File: src/rtl/asip_pkg.sv
// Shared types for the vector ASIP front end: fetch FSM states and the IF/ID bundle.
package asip_pkg;

    localparam int OP_W   = 2;
    localparam int INST_W = 2;
    localparam int AW_DEF = 16;
    localparam int IW_DEF = 32;

    typedef enum logic {
        FS_REQ,
        FS_HOLD
    } fetch_state_e;

    // Sized by the default widths; fetch_stage casts into and out of it.
    typedef struct packed {
        logic [IW_DEF-1:0] instr;
        logic [OP_W-1:0]   op;
        logic [INST_W-1:0] inst;
        logic [AW_DEF-1:0] pc;
    } if_bundle_t;

endpackage

File: src/rtl/fetch_stage.sv
// Instruction fetch: owns the PC, reads imem over req/ack, hands one pre-split
// instruction to decode over valid/ready, and squashes fetches on a taken jump.
module fetch_stage
    import asip_pkg::*;
#(
    parameter int            AW     = AW_DEF,
    parameter int            IW     = IW_DEF,
    parameter logic [AW-1:0] RST_PC = '0
) (
    input  logic              clk,
    input  logic              rst_n,
    input  logic              run,
    output logic              imem_req,
    output logic [AW-1:0]     imem_addr,
    input  logic              imem_ack,
    input  logic [IW-1:0]     imem_rdata,
    output logic              if_valid,
    input  logic              if_ready,
    output logic [IW-1:0]     if_instr,
    output logic [OP_W-1:0]   if_op,
    output logic [INST_W-1:0] if_inst,
    output logic [AW-1:0]     if_pc,
    input  logic              br_valid,
    input  logic              br_cond,
    input  logic              br_flag,
    input  logic [AW-1:0]     br_target
);

    function automatic logic redirectTaken(input logic v, input logic c, input logic f);
        return v & (~c | f);
    endfunction

    fetch_state_e state, stateNext;
    logic [AW-1:0] pc, pcNext;
    logic [AW-1:0] tgt, tgtNext;
    logic          kill, killNext;
    if_bundle_t    ifReg_p1, ifRegNext;
    logic          vld_p1, vldNext;
    logic          take;
    logic          reqOpen;

    always_ff @(posedge clk or negedge rst_n) begin
        if (!rst_n) begin
            state    <= FS_REQ;
            pc       <= RST_PC;
            tgt      <= RST_PC;
            kill     <= 1'b0;
            ifReg_p1 <= '0;
            vld_p1   <= 1'b0;
        end else begin
            state    <= stateNext;
            pc       <= pcNext;
            tgt      <= tgtNext;
            kill     <= killNext;
            ifReg_p1 <= ifRegNext;
            vld_p1   <= vldNext;
        end
    end

    always_comb begin
        stateNext = state;
        pcNext    = pc;
        tgtNext   = tgt;
        killNext  = kill;
        ifRegNext = ifReg_p1;
        vldNext   = vld_p1;
        take      = redirectTaken(br_valid, br_cond, br_flag);
        reqOpen   = run | kill;
        case (state)
            FS_REQ: begin
                if (reqOpen) begin
                    if (imem_ack) begin
                        if (kill || take) begin
                            // Wrong-path word: drop it and restart at the redirect target.
                            pcNext   = take ? br_target : tgt;
                            killNext = 1'b0;
                        end else begin
                            ifRegNext.instr = IW_DEF'(imem_rdata);
                            ifRegNext.op    = imem_rdata[IW-1 -: OP_W];
                            ifRegNext.inst  = imem_rdata[IW-1-OP_W -: INST_W];
                            ifRegNext.pc    = AW_DEF'(pc);
                            vldNext         = 1'b1;
                            stateNext       = FS_HOLD;
                        end
                    end else if (take) begin
                        // Address must stay put until the open request completes.
                        killNext = 1'b1;
                        tgtNext  = br_target;
                    end
                end else if (take) begin
                    pcNext = br_target;
                end
            end
            FS_HOLD: begin
                if (take) begin
                    pcNext    = br_target;
                    vldNext   = 1'b0;
                    stateNext = FS_REQ;
                end else if (if_ready) begin
                    pcNext    = AW'(ifReg_p1.pc) + AW'(1);
                    vldNext   = 1'b0;
                    stateNext = FS_REQ;
                end
            end
            default: stateNext = FS_REQ;
        endcase
    end

    // rst_n gates the request so it drops without waiting for a clock.
    assign imem_req  = rst_n & (state == FS_REQ) & (run | kill);
    assign imem_addr = pc;
    assign if_valid  = vld_p1;
    assign if_instr  = IW'(ifReg_p1.instr);
    assign if_op     = ifReg_p1.op;
    assign if_inst   = ifReg_p1.inst;
    assign if_pc     = AW'(ifReg_p1.pc);

endmodule

File: config.mk
export PLATFORM = sky130hd
export DESIGN_NAME = fetch_stage
export DESIGN_NICKNAME = d
export VERILOG_FILES = /design/src/rtl/asip_pkg.sv /design/src/rtl/fetch_stage.sv
export SDC_FILE = /design/constraint.sdc
export NUM_CORES = 1
export LEC_CHECK = 0
export ABC_AREA = 1
export ABC_CLOCK_PERIOD_IN_PS = 1500
export CAP_MARGIN = 20
export CORE_MARGIN = 1.5
export CORE_UTILIZATION = 42
export DETAILED_ROUTE_END_ITERATION = 7
export MAX_ROUTING_LAYER = met4
export PLACE_DENSITY_LB_ADDON = 0.05
export SLEW_MARGIN = 10
export SYNTH_ARGS = -nofsm -noshare
export SYNTH_HDL_FRONTEND = slang
export SYNTH_SLANG_ARGS = --single-unit
File: constraint.sdc
create_clock -name clk -period 1.5 [get_ports clk]
set_input_delay 0.3 -clock clk [delete_from_list [all_inputs] [get_ports clk]]
set_output_delay 0.3 -clock clk [all_outputs]
set_load 0.01 [all_outputs]
Word level (Yosys, flattened, before mapping)
Cells that the tools add are included.
{"block": "op_classes", "n_mux": 23, "bitwise_logic": 9, "addsub": 1, "eq_ne": 8, "n_reduce_logical": 7}
{"cell": "$mux 16", "n": 7}
{"cell": "$pmux 16 s2", "n": 1}
{"cell": "$add 16x1->16 const B", "n": 1}
{"cell": "$reduce_and 4->1", "n": 4}
{"cell": "$mux 1", "n": 13}
{"cell": "$ne 3x3->1 const B", "n": 3}
{"cell": "$ne 2x2->1 const B", "n": 3}
{"cell": "$not 1->1", "n": 4}
{"cell": "$pmux 1 s2", "n": 2}
{"cell": "$and 1x1->1", "n": 3}
{"cell": "$ne 3x2->1 const B", "n": 1}
{"cell": "$reduce_and 3->1", "n": 1}
{"cell": "$ne 2x1->1 const B", "n": 1}
{"cell": "$or 1x1->1", "n": 2}
{"cell": "$reduce_bool 2->1", "n": 1}
{"cell": "$logic_or 1x1->1", "n": 1}
{"block": "totals", "out_inout_bits": 70, "reg_bits": 87, "input_bits": 56, "wordCells": 57}

Longest topological paths before layout
Gate-level depths: netlist (run 1).
{"block": "logic_depth", "depth_word": 8, "mapped_depth": 11, "depth_no_buf": 11}

Worst setup path before layout (run 1)
Ideal clock, no wire load.
{"block": "synth_timing", "kind": "reg2reg", "start": "reg kill", "end": "reg ifReg_p1 (netlist bit if_instr[12])", "path_slack_ns": -0.048, "required_ns": 1.372, "path_stages_with_launch": 8, "period_less_slack_ns": 1.548, "setup_time_ns": 0.128, "arrival_ns": 1.420, "cell_sequence": "dfrtp_1 nor2_1 nand2_2 nand2_4 inv_2 nand3_4 buf_2 mux2_1"}
{"block": "synth_via", "elab_chain_cells": 3, "word_cells_on_any_way": 4}
{"element": "from (decl)", "line": "fetch_stage.sv:36", "text": "logic kill, killNext;"}
{"element": "from (signal assigned)", "line": "fetch_stage.sv:54", "text": "kill <= killNext;"}
{"element": "$logic_or 1x1->1", "line": "fetch_stage.sv:73", "text": "if (kill || take) begin"}
{"element": "$not 1->1 (no source line)"}
{"element": "$reduce_and 4->1 (no source line) (*)"}
{"element": "to (signal assigned)", "line": "fetch_stage.sv:55", "text": "ifReg_p1 <= ifRegNext;"}
{"element": "to (decl)", "line": "fetch_stage.sv:37", "text": "if_bundle_t ifReg_p1, ifRegNext;"}
Mark *: on every way between the ends. The rest lies on a longest branch, timed or not.
A chain may end at the register's enable or synchronous reset.

Worst setup path after layout (run 1)
{"block": "layout_timing", "start": "reg state", "end": "reg ifReg_p1 (netlist bit if_instr[24])"}
{"block": "layout_via", "elab_chain_cells": 2}
{"element": "from (decl)", "line": "fetch_stage.sv:33", "text": "fetch_state_e state, stateNext;"}
{"element": "from (signal assigned)", "line": "fetch_stage.sv:51", "text": "state <= stateNext;"}
{"element": "$not 1->1 (no source line)"}
{"element": "$reduce_and 4->1 (no source line)"}
Every way passes these cells.

==> results of run 1 <==
-- worst register-to-register path, cell delays in order, from the launching register on --
cell	delay, ns
sky130_fd_sc_hd__dfrtp_1	0.43
sky130_fd_sc_hd__inv_2	0.13
sky130_fd_sc_hd__buf_6	0.12
sky130_fd_sc_hd__nand2_4	0.06
sky130_fd_sc_hd__inv_4	0.07
sky130_fd_sc_hd__nand3_4	0.14
sky130_fd_sc_hd__buf_12	0.20
sky130_fd_sc_hd__mux2_1	0.32
-- power breakdown --
part	switching [mW]	internal [mW]	leakage, nW
clock network	0.958	0.646	0.0947
registers	0.618	3.22	0.986
logic	2.84	2.81	2.14
total	4.42	6.67	3.22
-- cell usage after synthesis --
cell	instances	area share
sky130_fd_sc_hd__buf_1	1	0.00092
sky130_fd_sc_hd__buf_6	2	0.0055
sky130_fd_sc_hd__mux2_2	5	0.014
sky130_fd_sc_hd__o21ai_0	47	0.058
sky130_fd_sc_hd__ha_1	1	0.0031
sky130_fd_sc_hd__buf_4	6	0.011
sky130_fd_sc_hd__clkbuf_1	6	0.0055
sky130_fd_sc_hd__nand2_2	1	0.0015
sky130_fd_sc_hd__a22oi_1	1	0.0018
sky130_fd_sc_hd__inv_2	3	0.0028
sky130_fd_sc_hd__mux2_1	29	0.080
sky130_fd_sc_hd__nand3b_2	1	0.0028
sky130_fd_sc_hd__nand3_1	20	0.025
sky130_fd_sc_hd__buf_2	8	0.0098
sky130_fd_sc_hd__or2_2	1	0.0015
sky130_fd_sc_hd__inv_1	40	0.037
sky130_fd_sc_hd__o211ai_1	4	0.0074
sky130_fd_sc_hd__dfrtp_1	83	0.51
sky130_fd_sc_hd__nand2_1	136	0.13
sky130_fd_sc_hd__a21boi_1	1	0.0018
sky130_fd_sc_hd__o31ai_1	1	0.0018
sky130_fd_sc_hd__nand3b_1	1	0.0018
sky130_fd_sc_hd__nand3_4	1	0.0043
sky130_fd_sc_hd__nor2_2	1	0.0015
sky130_fd_sc_hd__a31oi_1	3	0.0046
sky130_fd_sc_hd__o22ai_1	1	0.0015
sky130_fd_sc_hd__a21oi_1	23	0.028
sky130_fd_sc_hd__nand2_4	1	0.0028
sky130_fd_sc_hd__nor3_2	1	0.0025
sky130_fd_sc_hd__nor2_1	46	0.042
sky130_fd_sc_hd__nand4_1	4	0.0061
-- state kept, by name, indices dropped and copies added (netlist names) --
register,count
if_instr,31
if_pc,16
imem_addr,16
tgt,16
if_op,1
if_valid,1
kill,1
state,1
-- final cells by class --
class                      instances  area, sq um  share of cell area
clock buffer                       9          124              0.0188
multi-input combinational        330         2040               0.310
tap                              129          161              0.0245
timing repair buffer             204         1950               0.296
sequential                        83         2080               0.316
inverter                          43          164              0.0249
clock inverter                     7         65.1             0.00988
-- cell families after synthesis --
group,after synthesis,share of synthesized area
and+or+nand+nor,214,0.217
DFF,83,0.509
AOI/OAI and AO/OA,81,0.105
buffers and inverters,66,0.0724
muxes,34,0.0938
adders and majority gates,1,0.00307
-- worst min-delay path by stage --
stage,depth (start not counted),startpoint,slack (ns),to
6_report,2,rst_n,-0.03,if_instr[10]
3_3_place_gp,2,rst_n,0.42,if_instr[27]
4_1_cts,2,rst_n,0.02,if_instr[22]
3_5_place_dp,2,rst_n,0.42,if_instr[22]
5_1_grt,2,rst_n,0.007,if_instr[22]
2_1_floorplan,0,rst_n,0.004,if_instr[0]
-- what timing repair did --
item                                   CTS  global route
resized for setup                      123            75
gates cloned                             2             4
pin swaps                                9             9
setup endpoints to repair              115            74
endpoints found under the hold margin    0             0
buffers inserted                        14             5
-- per-stage QoR --
stage          setup TNS, ns  area, sq um
2_1_floorplan         -0.959         4080
3_3_place_gp          -24.25         5840
3_5_place_dp          -27.84         5840
4_1_cts               -0.616         6240
5_1_grt                -5.21         6590
6_report               -1.95         6590
-- routing by layer --
layer | wire, um | vias to the layer above | share of wire | track usage
met1 | 5800 | 1907 | 0.47 | 0.338
met5 | 0 | - | 0 | -
li1 | - | 1946 | - | -
met2 | 5610 | 145 | 0.46 | 0.381
met3 | 665 | 23 | 0.054 | 0.0311
met4 | 233 | 0 | 0.019 | 0.0737
==> results.txt, run 1 <==
----------------------------------------------------
[Status]
  Outcome ... finished, violations left
  Failing checks ... negative hold slack, negative setup slack

[Setup path]
  Largest driver fanout on the critical path ... 17
  Number of cells on the worst reg-to-reg path ... 7
  CP max-delay cell ... sky130_fd_sc_hd__dfrtp_1
  Crit. End Element ... flip-flop
  Category of cells accounting for the largest share of critical-path delay ... buffers and inverters
  Capture point of the worst path ... if_instr[24]
  Peak per-stage delay on the critical path ... 0.43 ns
  Crit Reg-Reg Endpoint ... if_instr[24]
  Data required, critical path ... between 1.5 and 2 ns
  Launching point of the worst reg2reg path ... state
  Data arrival, critical path ... approximately 1.8 ns
  Critical path buffers and inverters ... 4
  Slack of the worst reg-to-reg path ... -0.07 ns
  Stages on the worst setup path ... 7
  Worst Setup Path Type ... flip-flop to flip-flop
  Kind of launch point of the worst setup path ... flip-flop
  Cells traversed along the worst timing path ... inv_2, buf_6, nand2_4, inv_4, nand3_4, buf_12, mux2_1
  First element of the critical path ... state

[STA]
  Rel. slew slack ... 0.692
  Hold violation count in the final report ... 17
  RSZ-0062 raised after global routing ... true
  Number of slew-limit violations in the final report ... 0
  Final critical-path setup slack ... -0.0724 ns
  Transition time at the pin with the least slew margin ... 0.462 ns
  Max Fclk ... between 600 and 700 MHz
  Period utilisation layout ... 1.05
  Post-Route Hold Slack ... -0.0262 ns
  Shortest period the worst path allows ... 1.57 ns
  Setup skew after layout ... around 0.017 ns
  Setup violations, final ... 46

[Finish]
  Most common cell after layout, fill and taps aside ... sky130_fd_sc_hd__nand2_1
  Finished Layout Cells ... 805
  Antenna cell count ... 0
  Layout Utilization ... 0.706
  Commonest cells after routing, fill and taps aside ... sky130_fd_sc_hd__nand2_1, sky130_fd_sc_hd__dfrtp_1, sky130_fd_sc_hd__dlygate4sd2_1
  Count of filler cells inserted in the layout ... 746
  Nets ... ~730
  Synth-to-layout area growth ... 61.5%
  Proportion of layout cells with a drive suffix above 1 ... 0.284

[Synthesis]
  Syn nets ... around 540
  Number of flip-flops and latches in the synthesized netlist ... 83
  Synthesized area per cell ... 8.52 sq um
  Netlist cell types ... 31
  Area of the mapped netlist ... slightly above 4000 sq um
  Synthesized instance count ... approximately 480
  Synth warnings ... 0
  Fraction of the yosys area taken by sequential cells ... 0.509

[Worst hold path]
  Min-Delay Path Class ... input port to async pin

[Pwr]
  Maximum vdd drop ... 0.000765 V
  PD cells ... about 1700 nW/um^2
  Total power after layout ... about 11 mW
  Total leakage power ... between 3 and 4 nW

[Placed design]
  Setup slack at placement ... -0.445 ns
  Inst Count DP ... 766
  Routability-driven placement congestion ratio ... around 0.83
  Placed wire-length estimate ... between 8000 and 9000 um
  Port-buffer cells ... approximately 130

[CTS]
  H-tree Lvls ... 3
  Clock latency at the later pin of the worst-skew pair ... about 0.37 ns
  Number of clock sinks ... 83
  Number of buffers between clock root and the deepest sink ... 2
  Clock slew at reported path FFs ... 0.11 ns
  Clock tree from TritonCTS ... done
  Clock buffer count from CTS ... 9
  CTS Hold Bufs ... 0
  CTS Root Buffer Type ... sky130_fd_sc_hd__clkbuf_8

[Drt]
  Post-detailed-routing wire length ... between 10,000 and 15,000 um
  Number of DRC markers in iteration 0 ... between 200 and 250
  First-pass iteration count of the detailed router ... 8
  Number of nets still failing antenna checks after routing ... 0
  Drt wl/cell ... 15.3 um
  Routed via count divided by cell count ... between 4 and 5
  Via count ... just over 4,000
  Remaining routing DRC violations ... 0

[GRT]
  Largest net degree at the start of global routing ... 84
  Grt ovf ... 0
  Wire length of the first global-routing pass ... 18,800 um
  Global routing usage summed across all routing layers ... 0.246
  Initial antenna violation count ... 0
  Vias in the first global route ... 3,836

[Floorplanning]
  Effective utilization at floorplan ... 0.437
  Core region area ... roughly 9300 sq um
  Number of ports placed on the die boundary ... roughly 130
  Die W ... 102 um
  Floorplan die area ... 10,300 sq um
  Row Count ... 35
  Vert. Die Dim ... roughly 100 um

[Flow run]
  Max-cap viol count ... 0

----------------------------------------------------
Note: power is estimated with default switching activity, not from simulation.
==> run 2: changes to the inputs <==
==> constraint.sdc (replaced) <==
create_clock -name clk -period 1.5 [get_ports clk]
set_input_delay 0.3 -clock clk [delete_from_list [all_inputs] [get_ports clk]]
set_output_delay 0.3 -clock clk [all_outputs]
set_load 0.05 [all_outputs]
==> run 2 against run 1 <==
Core utilization grew 6.4 points. The flow finishes with violations (negative setup slack). Routed wire length is 0.61% lower. Clock skew shrank 0.0025 ns. Non-clock buffer count decreased by 14. Total power is 49% higher. Cell count decreased by 1.9%. Largest cell class is now buffers. Critical path depth rose by 1. Largest power group unchanged.
==> results.txt, run 2 (synthesized netlist as in run 1, its figures left out) <==
----------------------------------------------------
[Finish]
  Proportion of layout cells with a drive suffix above 1 ... 0.352
  Nets ... 714
  Count of filler cells inserted in the layout ... between 600 and 700
  Layout Utilization ... 0.771
  Finished Layout Cells ... 790
  Multi-input combinational cell area ... around 2000 sq um
  Commonest cells after routing, fill and taps aside ... sky130_fd_sc_hd__nand2_1, sky130_fd_sc_hd__buf_12, sky130_fd_sc_hd__dfrtp_1
  Most common cell after layout, fill and taps aside ... sky130_fd_sc_hd__nand2_1
  Antenna cell count ... 0
  Sequential cell area in the final layout ... approximately 2100 sq um
  Synth-to-layout area growth ... 76.2%
  Flip-flop count of the largest register after layout ... 31

[GRT]
  Met3 usage in global routing ... 0.0428
  GR Layer Usage met2 ... 0.403
  Grt ovf ... 0
  Met1 track utilization from global routing ... 0.334
  GRT busiest layer ... met2
  Wire length of the first global-routing pass ... 19,900 um
  Global routing usage summed across all routing layers ... 0.254
  Vias in the first global route ... between 3,000 and 4,000
  Initial antenna violation count ... 0
  Largest net degree at the start of global routing ... 84

[Flow run]
  Max-cap viol count ... 0

[Setup path]
  Data arrival, critical path ... 1.79 ns
  Largest driver fanout on the critical path ... 22
  Crit. End Element ... flip-flop
  Data required, critical path ... 1.74 ns
  Kind of launch point of the worst setup path ... flip-flop
  Worst Setup Path Type ... flip-flop to flip-flop
  Number of cells on the worst reg-to-reg path ... 8

[CTS]
  Number of clock sinks ... 83
  Clock tree from TritonCTS ... done
  Clock slew at reported path FFs ... 0.08 ns
  CTS Hold Bufs ... 0
  Number of buffers between clock root and the deepest sink ... 2
  H-tree Lvls ... 3
  Clock latency at the later pin of the worst-skew pair ... about 0.36 ns
  Clock buffer count from CTS ... 9
  CTS Root Buffer Type ... sky130_fd_sc_hd__clkbuf_8

[Pwr]
  PD cells ... roughly 2300 nW/um^2
  Total leakage power ... approximately 3.4 nW
  Total power after layout ... roughly 17 mW
  Maximum vdd drop ... around 0.0012 V

[Floorplanning]
  Floorplan die area ... just over 10,000 sq um
  Effective utilization at floorplan ... 0.437
  Vert. Die Dim ... about 100 um
  Number of ports placed on the die boundary ... roughly 130
  Die W ... roughly 100 um
  Row Count ... 35
  Core region area ... between 9000 and 10,000 sq um

[STA]
  Setup skew after layout ... 0.0144 ns
  Hold violation count in the final report ... 0
  Post-Route Hold Slack ... about 0.044 ns
  Final critical-path setup slack ... -0.0544 ns
  Rel. slew slack ... 0.702
  Setup violations, final ... 38
  Max Fclk ... about 640 MHz
  Total negative slack ... -1.45 ns
  RSZ-0062 raised after global routing ... true
  Period utilisation layout ... 1.04
  Transition time at the pin with the least slew margin ... 0.447 ns
  Number of slew-limit violations in the final report ... 0
  Shortest period the worst path allows ... 1.55 ns

[Drt]
  Via count ... slightly below 4,000
  Post-detailed-routing wire length ... approximately 12,000 um
  Routed via count divided by cell count ... ~5.0
  Number of nets still failing antenna checks after routing ... 0
  First-pass iteration count of the detailed router ... 4
  Drt wl/cell ... between 15 and 20 um
  Remaining routing DRC violations ... 0
  Number of DRC markers in iteration 0 ... around 220

[Status]
  Outcome ... finished, violations left
  Failing checks ... negative setup slack

[Placed design]
  Placed wire-length estimate ... around 8800 um
  Inst Count DP ... 766
  Routability-driven placement congestion ratio ... 0.825
  Port-buffer cells ... about 130

[Worst hold path]
  Min-Delay Path Class ... input port to async pin

----------------------------------------------------
run 2: changes by cell type in the layout (fill, tap and decap cells not counted), sizes merged, moves of 2 or more:
cell | before | now
buf | 78 | 136
bufinv | 0 | 2
dlygate4sd2 | 67 | 2
inv | 48 | 43
run 2: routing by layer:
metal	part of all wire	up-vias	wire, um
met2	0.49	118	6020
met1	0.43	1901	5310
met5	0	-	0
met3	0.056	19	685
met4	0.018	0	217
li1	-	1914	-
run 2: critical path: stages (launching register included):
cell and delay [ns]:
sky130_fd_sc_hd__dfrtp_1 0.41, sky130_fd_sc_hd__inv_2 0.09, sky130_fd_sc_hd__buf_6 0.11, sky130_fd_sc_hd__nand2_4 0.06, sky130_fd_sc_hd__nand2_4 0.09, sky130_fd_sc_hd__inv_4 0.05, sky130_fd_sc_hd__nand3_4 0.10, sky130_fd_sc_hd__buf_12 0.19
sky130_fd_sc_hd__mux2_2 0.34
run 2: what timing repair did:
action / in CTS / in global routing
cloned: 2 / 0
endpoints found under the setup margin: 50 / 75
setup buffers: 5 / 3
gates resized for setup: 40 / 57
pin swaps: 7 / 9
run 2: stage by stage:
step	setup WS, ns	area, sq um
after floorplan	-0.0480	4110
after global placement	-0.403	6590
after detailed placement	-0.457	6590
after CTS	-0.0626	6990
after global routing	-0.103	7190
final	-0.0544	7190
run 2: final timing paths:
check | from | endpoint | slack (ns)
hold reg to reg | tgt[9] | tgt[9] | 0.49
setup / recovery | state | if_instr[11] | -0.05
setup reg to reg | state | if_instr[11] | -0.05
min in group clk | tgt[9] | tgt[9] | 0.49
max in group asynchronous | rst_n | if_pc[4] | 1.09
hold / removal | rst_n | if_instr[3] | 0.04
run 2: layout make-up:
type,count,share of cell area
clock inverter,3,0.00905
multi-input combinational,330,0.278
timing repair buffer,190,0.358
clock buffer,12,0.0188
tap,129,0.0225
inverter,43,0.0228
sequential,83,0.291
run 2: power breakdown:
group	internal, mW	total (mW)	switching [mW]
Clock	0.930	1.73	0.796
Sequential	3.25	4.41	1.16
Combinational	5.01	10.4	5.43
Total	9.18	16.6	7.39
